`src/rtl/fetch_queue_unit_pkg.sv`:
```
// Shared defaults and types for the instruction fetch queue.
// Holds address/data widths, reset PC, PC step and the fetch entry layout.
package fetch_queue_unit_pkg;

    localparam int unsigned ADDR_W_DEF  = 32;
    localparam int unsigned DATA_W_DEF  = 32;
    localparam logic [31:0] PC_STEP_DEF = 32'd4;
    localparam logic [31:0] RESET_PC_DEF = 32'h0;

    typedef struct packed {
        logic [ADDR_W_DEF-1:0] addr;
        logic [DATA_W_DEF-1:0] instr;
    } fetch_entry_t;

endpackage

```
`src/rtl/fetch_queue_unit_fetch_fifo.sv`:
```
// fetch_fifo: synchronous FIFO with flush; pointers wrap modulo DEPTH.
// Ports: clk, rst, flush_i, push_i/data_i, pop_i, data_o, empty_o, count_o.
module fetch_fifo #(
    parameter int unsigned WIDTH = 64,
    parameter int unsigned DEPTH = 4
) (
    input  logic                       clk,
    input  logic                       rst,
    input  logic                       flush_i,
    input  logic                       push_i,
    input  logic [WIDTH-1:0]           data_i,
    input  logic                       pop_i,
    output logic [WIDTH-1:0]           data_o,
    output logic                       empty_o,
    output logic [$clog2(DEPTH):0]     count_o
);

    localparam int unsigned PW = $clog2(DEPTH);
    localparam int unsigned CW = PW + 1;

    logic [WIDTH-1:0] mem_q [DEPTH];
    logic [PW-1:0]    wr_ptr_q, wr_ptr_d;
    logic [PW-1:0]    rd_ptr_q, rd_ptr_d;
    logic [CW-1:0]    count_q, count_d;
    logic             full;
    logic             do_push;
    logic             do_pop;

    assign full    = (count_q == CW'(DEPTH));
    assign empty_o = (count_q == '0);
    assign count_o = count_q;
    assign data_o  = mem_q[rd_ptr_q];

    assign do_pop  = pop_i && !empty_o;
    // A pop in the same cycle frees the slot the push lands in.
    assign do_push = push_i && (!full || do_pop);

    always_comb begin
        wr_ptr_d = wr_ptr_q;
        rd_ptr_d = rd_ptr_q;
        count_d  = count_q;
        if (flush_i) begin
            wr_ptr_d = '0;
            rd_ptr_d = '0;
            count_d  = '0;
        end else begin
            if (do_push) wr_ptr_d = wr_ptr_q + PW'(1);
            if (do_pop)  rd_ptr_d = rd_ptr_q + PW'(1);
            unique case ({do_push, do_pop})
                2'b10:   count_d = count_q + CW'(1);
                2'b01:   count_d = count_q - CW'(1);
                default: count_d = count_q;
            endcase
        end
    end

    always_ff @(posedge clk) begin
        if (rst) begin
            wr_ptr_q <= '0;
            rd_ptr_q <= '0;
            count_q  <= '0;
        end else begin
            wr_ptr_q <= wr_ptr_d;
            rd_ptr_q <= rd_ptr_d;
            count_q  <= count_d;
        end
    end

    always_ff @(posedge clk) begin
        if (do_push && !flush_i && !rst) mem_q[wr_ptr_q] <= data_i;
    end

endmodule

```
`src/rtl/fetch_queue_unit.sv`:
```
// Instruction fetch front end: issues sequential fetches with reserved
// queue credits, drops stale responses after a branch, and presents the
// head instruction. Ports: clk, rst, branch_taken/branch_address, freeze,
// mem_req_*, mem_rsp_*, out_valid, instruction, pc (head addr + PC_STEP).
module fetch_queue_unit
    import fetch_queue_unit_pkg::*;
#(
    parameter int unsigned ADDR_W = ADDR_W_DEF,
    parameter int unsigned DATA_W = DATA_W_DEF,
    parameter int unsigned DEPTH  = 4,
    parameter logic [ADDR_W-1:0] RESET_PC = ADDR_W'(RESET_PC_DEF),
    parameter logic [ADDR_W-1:0] PC_STEP  = ADDR_W'(PC_STEP_DEF)
) (
    input  logic              clk,
    input  logic              rst,
    input  logic              branch_taken,
    input  logic [ADDR_W-1:0] branch_address,
    input  logic              freeze,
    output logic              mem_req_valid,
    output logic [ADDR_W-1:0] mem_req_addr,
    input  logic              mem_req_ready,
    input  logic              mem_rsp_valid,
    input  logic [DATA_W-1:0] mem_rsp_data,
    output logic              out_valid,
    output logic [DATA_W-1:0] instruction,
    output logic [ADDR_W-1:0] pc
);

    localparam int unsigned CW = $clog2(DEPTH) + 1;
    localparam int unsigned EW = ADDR_W + DATA_W;

    logic [ADDR_W-1:0] fetch_pc_q, fetch_pc_d;
    logic [ADDR_W-1:0] rsp_pc_q, rsp_pc_d;
    logic [CW-1:0]     outst_q, outst_d;
    logic [CW-1:0]     drop_q, drop_d;

    logic [CW-1:0]     q_count;
    logic              q_empty;
    logic [EW-1:0]     q_head;
    logic [CW:0]       in_use;
    logic              hs;
    logic              rsp_keep;
    logic              rsp_drop;
    logic              push;
    logic              pop;

    // Queue entries plus in-flight requests may never exceed DEPTH.
    assign in_use        = {1'b0, q_count} + {1'b0, outst_q};
    assign mem_req_valid = !rst && !branch_taken
                         && (in_use < (CW+1)'(DEPTH));
    assign mem_req_addr  = fetch_pc_q;
    assign hs            = mem_req_valid && mem_req_ready;

    assign rsp_keep = mem_rsp_valid && (drop_q == '0);
    assign rsp_drop = mem_rsp_valid && (drop_q != '0);
    assign push     = rsp_keep && !branch_taken;
    assign pop      = !q_empty && !freeze && !branch_taken;

    assign out_valid   = !q_empty;
    assign instruction = q_head[DATA_W-1:0];
    assign pc          = q_head[EW-1:DATA_W] + PC_STEP;

    // Responses are in order and every pre-branch request is dropped, so
    // kept responses belong to consecutive addresses from the last target.
    always_comb begin
        fetch_pc_d = fetch_pc_q;
        rsp_pc_d   = rsp_pc_q;
        drop_d     = drop_q;
        outst_d    = outst_q + CW'(hs) - CW'(mem_rsp_valid);
        if (branch_taken) begin
            fetch_pc_d = branch_address;
            rsp_pc_d   = branch_address;
            drop_d     = outst_d;
        end else begin
            if (hs)       fetch_pc_d = fetch_pc_q + PC_STEP;
            if (rsp_keep) rsp_pc_d   = rsp_pc_q + PC_STEP;
            if (rsp_drop) drop_d     = drop_q - CW'(1);
        end
    end

    always_ff @(posedge clk) begin
        if (rst) begin
            fetch_pc_q <= RESET_PC;
            rsp_pc_q   <= RESET_PC;
            outst_q    <= '0;
            drop_q     <= '0;
        end else begin
            fetch_pc_q <= fetch_pc_d;
            rsp_pc_q   <= rsp_pc_d;
            outst_q    <= outst_d;
            drop_q     <= drop_d;
        end
    end

    fetch_fifo #(
        .WIDTH (EW),
        .DEPTH (DEPTH)
    ) u_fifo (
        .clk     (clk),
        .rst     (rst),
        .flush_i (branch_taken),
        .push_i  (push),
        .data_i  ({rsp_pc_q, mem_rsp_data}),
        .pop_i   (pop),
        .data_o  (q_head),
        .empty_o (q_empty),
        .count_o (q_count)
    );

endmodule

```
`config.mk`:
```
export PLATFORM = sky130hd
export DESIGN_NAME = fetch_queue_unit
export DESIGN_NICKNAME = d
export VERILOG_FILES = /design/src/rtl/fetch_queue_unit_pkg.sv /design/src/rtl/fetch_queue_unit_fetch_fifo.sv /design/src/rtl/fetch_queue_unit.sv
export SDC_FILE = /design/constraint.sdc
export NUM_CORES = 1
export LEC_CHECK = 0
export CORE_ASPECT_RATIO = 1.4
export CORE_MARGIN = 3
export CORE_UTILIZATION = 45
export DETAILED_ROUTE_END_ITERATION = 8
export HOLD_SLACK_MARGIN = 0.02
export PLACE_DENSITY = 0.69
export SETUP_SLACK_MARGIN = 0.15
export SLEW_MARGIN = 40
export SYNTH_ARGS = -nofsm -noshare
export SYNTH_HDL_FRONTEND = slang
export SYNTH_SLANG_ARGS = --single-unit
```
`constraint.sdc`:
```
create_clock -name clk -period 3.4 [get_ports clk]
set_clock_uncertainty 0.1 [all_clocks]
set_input_delay 0.68 -clock clk [delete_from_list [all_inputs] [get_ports clk]]
set_output_delay 0.68 -clock clk [all_outputs]
set_load 0.005 [all_outputs]
```
==> run_results.csv <==
group,metric,value,unit
route,drt_iter0_drc,442,
route,postRouteWirelength,31000,um
pwr,power.total,8720,uW
clock_tree,cts_hold_repair.buffers,0,
layout,antennaDiodeCount,0,
grt,grt_antenna_before_repair,0,
sta,final-max-slew-violation-count,0,
place,pre_cts_slack,0.0213,ns
clock_tree,cts_root_buf,"clkbuf_16",
floorplan,coreArea,31000,um2
hold_path,worst_hold_path_type,"flip-flop to flip-flop",
logic_synthesis,synth-seq-area-share,65.2,%
clock_tree,cts_tree,"built",
clock_tree,cts_num_sinks,335,
logic_synthesis,yosys_warnings,0,
outcome,outcome,"finished with violations",
route,vias,8681,
floorplan,num_rows,76,
sta,worst_pin_slew,0.727,ns
layout,finalNetCount,1251,
sta,whs,0.361,ns
pwr,static-leakage-power,0.00621,uW
critical_path,crit_path_start_kind,"flip-flop",
logic_synthesis,synthesis.area,14200,um2
grt,globalRouteTotalUtil,18.0,%
clock_tree,clk_path_buf_depth,3,
floorplan,dieArea,33800,um2
critical_path,worst_ep_arrival_time,2.67,ns
logic_synthesis,synth.avg_cell_area,15.4,um2
grt,gr-total-overflow,0,
sta,max_freq,290,MHz
route,ant_nets,0,
layout,area_added_between_synthesis_and_finish,27.3,%
sta,number_of_hold_violations_in_the_final_report,0,
logic_synthesis,synth-async-reset-ratio,0,%
logic_synthesis,synth_edf_count,256,
pwr,power-per-cell-area,482,nW/um2
route,drt-wirelength-per-cell,19.6,um
logic_synthesis,synth_ff_type,"edfxtp_1",
route,drt_pre_antenna_iters,5,
grt,grt_max_degree,65,
sta,final_min_period_over_clock_period,101,%
logic_synthesis,yosys.area.top_type_share,54.1,%
place,dp_cells,1474,
clock_tree,clk_pin_slew,0.06,ns
logic_synthesis,yosysTopAreaCell,"edfxtp_1",
clock_tree,cts_inserted_buffers,31,
layout,final-instance-count-excl-fill,1580,
sta,worst_slew_margin_rel,50.8,%
floorplan,die-height,216,um
run,max_cap_viol_count,0,
route,drt-vias-per-instance,5.49,
logic_synthesis,synth.net_count,1011,
logic_synthesis,yosys-top-cells-area,"edfxtp_1 54%, dfxtp_1 11%, mux4_2 7.4%",
logic_synthesis,netlist-cell-type-count,66,
sta,rsz0062_at_grt,"true",
logic_synthesis,synth_seq_cells,335,
clock_tree,htree_levels,1,
clock_tree,clock_insertion_delay_worst_skew,0.56,ns
sta,timing.final.ws_setup,-0.0474,ns
floorplan,initial_core_util,45.9,%
pwr,vdd_ir_drop_max,0.000328,V
logic_synthesis,netlist_instances,926,
outcome,violated_checks,"negative setup slack",
critical_path,timing.critical_path.required,2.62,ns
layout,post_route_cells_drive_above_1_share,23.1,%
critical_path,worst-setup-path-type,"flip-flop to output pin",
critical_path,critPathCaptureType,"output pin",
floorplan,die_x,156,um
critical_path,crit_path_max_fanout,17,
grt,grt_pass1_wl,48500,um
place,numPortBuffers,167,
route,post-route-drc-count,0,
place,last_weighted_congestion_value_of_the_routability_driven_placer,0.815,
place,dpl.hpwl,20000,um
sta,final_period_minus_worst_setup_slack,3.45,ns
sta,tns,-0.131,ns
sta,timing.final.setup_violations,6,
floorplan,ios,168,
grt,number_of_global_route_vias_before_repair,8852,
==> report_power, final <==
part	switching [uW]	internal, uW
Clock	1460	1890
Sequential	116	4530
Combinational	339	392
==> layout by cell type (no fill, tap or decap), types with 5 or more instances in the layout <==
master	n
edfxtp_1	256
clkdlybuf4s50_1	123
dfxtp_1	77
mux4_2	60
nand2_1	52
buf_4	50
xnor2_1	46
nor2_1	38
a21oi_1	33
clkbuf_16	33
inv_1	29
nand3_1	26
buf_2	26
nand4_1	22
xor2_1	20
a21boi_0	20
a31oi_1	16
buf_6	16
dlymetal6s2s_1	14
a211oi_1	13
buf_12	13
o21ai_0	12
ha_1	12
nor4_1	11
clkinv_2	10
and3_1	9
and4_1	9
and2_1	8
nor3_1	8
or3_1	6
nor4_4	6
nand3_2	5
xnor2_2	5
or4_1	5
==> state kept, by name, summed over array words and instances (netlist names), named ones only <==
register / count
rsp_pc_q: 32
u_fifo.count_o: 3
u_fifo.mem_q: 256
u_fifo.rd_ptr_q: 2
drop_q: 3
u_fifo.wr_ptr_q: 2
mem_req_addr: 32
outst_q: 3
==> cell type report <==
| cell class | count | area [um2] |
|---|---|---|
| fill | 2407 | 12900 |
| sequential | 335 | 9280 |
| multi-input combinational | 518 | 4770 |
| timing repair buffer | 249 | 2460 |
| clock buffer | 40 | 871 |
| tap | 390 | 488 |
| clock inverter | 17 | 128 |
| inverter | 31 | 116 |
==> logic make-up (layout without fill, tap and decap cells) <==
group	after synthesis	count (layout)	synth area share, %
mux	69	69	10.8
fa+ha+maj	15	15	1.43
simple gates	240	240	9.99
buf+inv	73	337	2.48
xor+xnor	74	74	4.56
flops	335	335	65.2
compound gates	120	120	5.52
==> Yosys cell counts, types with 5 or more instances <==
| cell type | n |
|---|---|
| nor2_1 | 40 |
| or4_1 | 5 |
| nor3_1 | 8 |
| mux4_2 | 47 |
| inv_1 | 30 |
| a21boi_0 | 20 |
| nand3_1 | 31 |
| and4_1 | 9 |
| a31oi_1 | 16 |
| xnor2_1 | 52 |
| and3_1 | 11 |
| a211oi_1 | 13 |
| ha_1 | 13 |
| edfxtp_1 | 256 |
| or3_1 | 6 |
| nand2_1 | 55 |
| mux4_1 | 16 |
| and2_1 | 12 |
| nor4_1 | 13 |
| clkbuf_1 | 23 |
| buf_2 | 7 |
| a21oi_1 | 33 |
| o21ai_0 | 12 |
| nand4_1 | 22 |
| xor2_1 | 22 |
| dfxtp_1 | 79 |
==> critical path, cell delays in order (launching register included) <==
cell	delay (ns)
dfxtp_4	0.39
buf_4	0.15
buf_12	0.16
mux4_2	0.41
nand2_4	0.09
nor4_4	0.27
buf_6	0.19
nand4_1	0.14
xnor2_1	0.17
buf_2	0.14
==> path summary, 6_finish.rpt <==
check	start	endpoint	slack, ns	cells after the start
setup / recovery	flip-flop	pc[26]	-0.05	9
hold / removal	mem_req_addr[0]	mem_req_addr[0]	0.36	2
setup reg to reg	u_fifo.count_o[1]	drop_q[2]	0.65	10
hold reg to reg	mem_req_addr[0]	mem_req_addr[0]	0.36	2
==> stage by stage <==
stage / area, um2 / utilization [%]
floorplan: 14200 / -
global placement: 16500 / 53.2
detailed placement: 16500 / 53.2
CTS: 17800 / 57.6
global route: 18100 / 58.4
finish: 18100 / 58.4
==> layer usage <==
metal | track usage, % | vias to the layer above | share of wire, %
li1 | - | 4076 | -
met4 | 5.34 | 0 | 2.3
met1 | 24.4 | 4299 | 42
met2 | 30.6 | 255 | 51
met5 | 0 | - | 0
met3 | 2.16 | 51 | 4.2
==> repair_timing <==
item,CTS,global route
cloned,0,2
setup endpoints to repair,63,59
resized for setup,163,29
pin swaps,26,18
setup buffers,30,17
(Power assumes the default switching activity.)
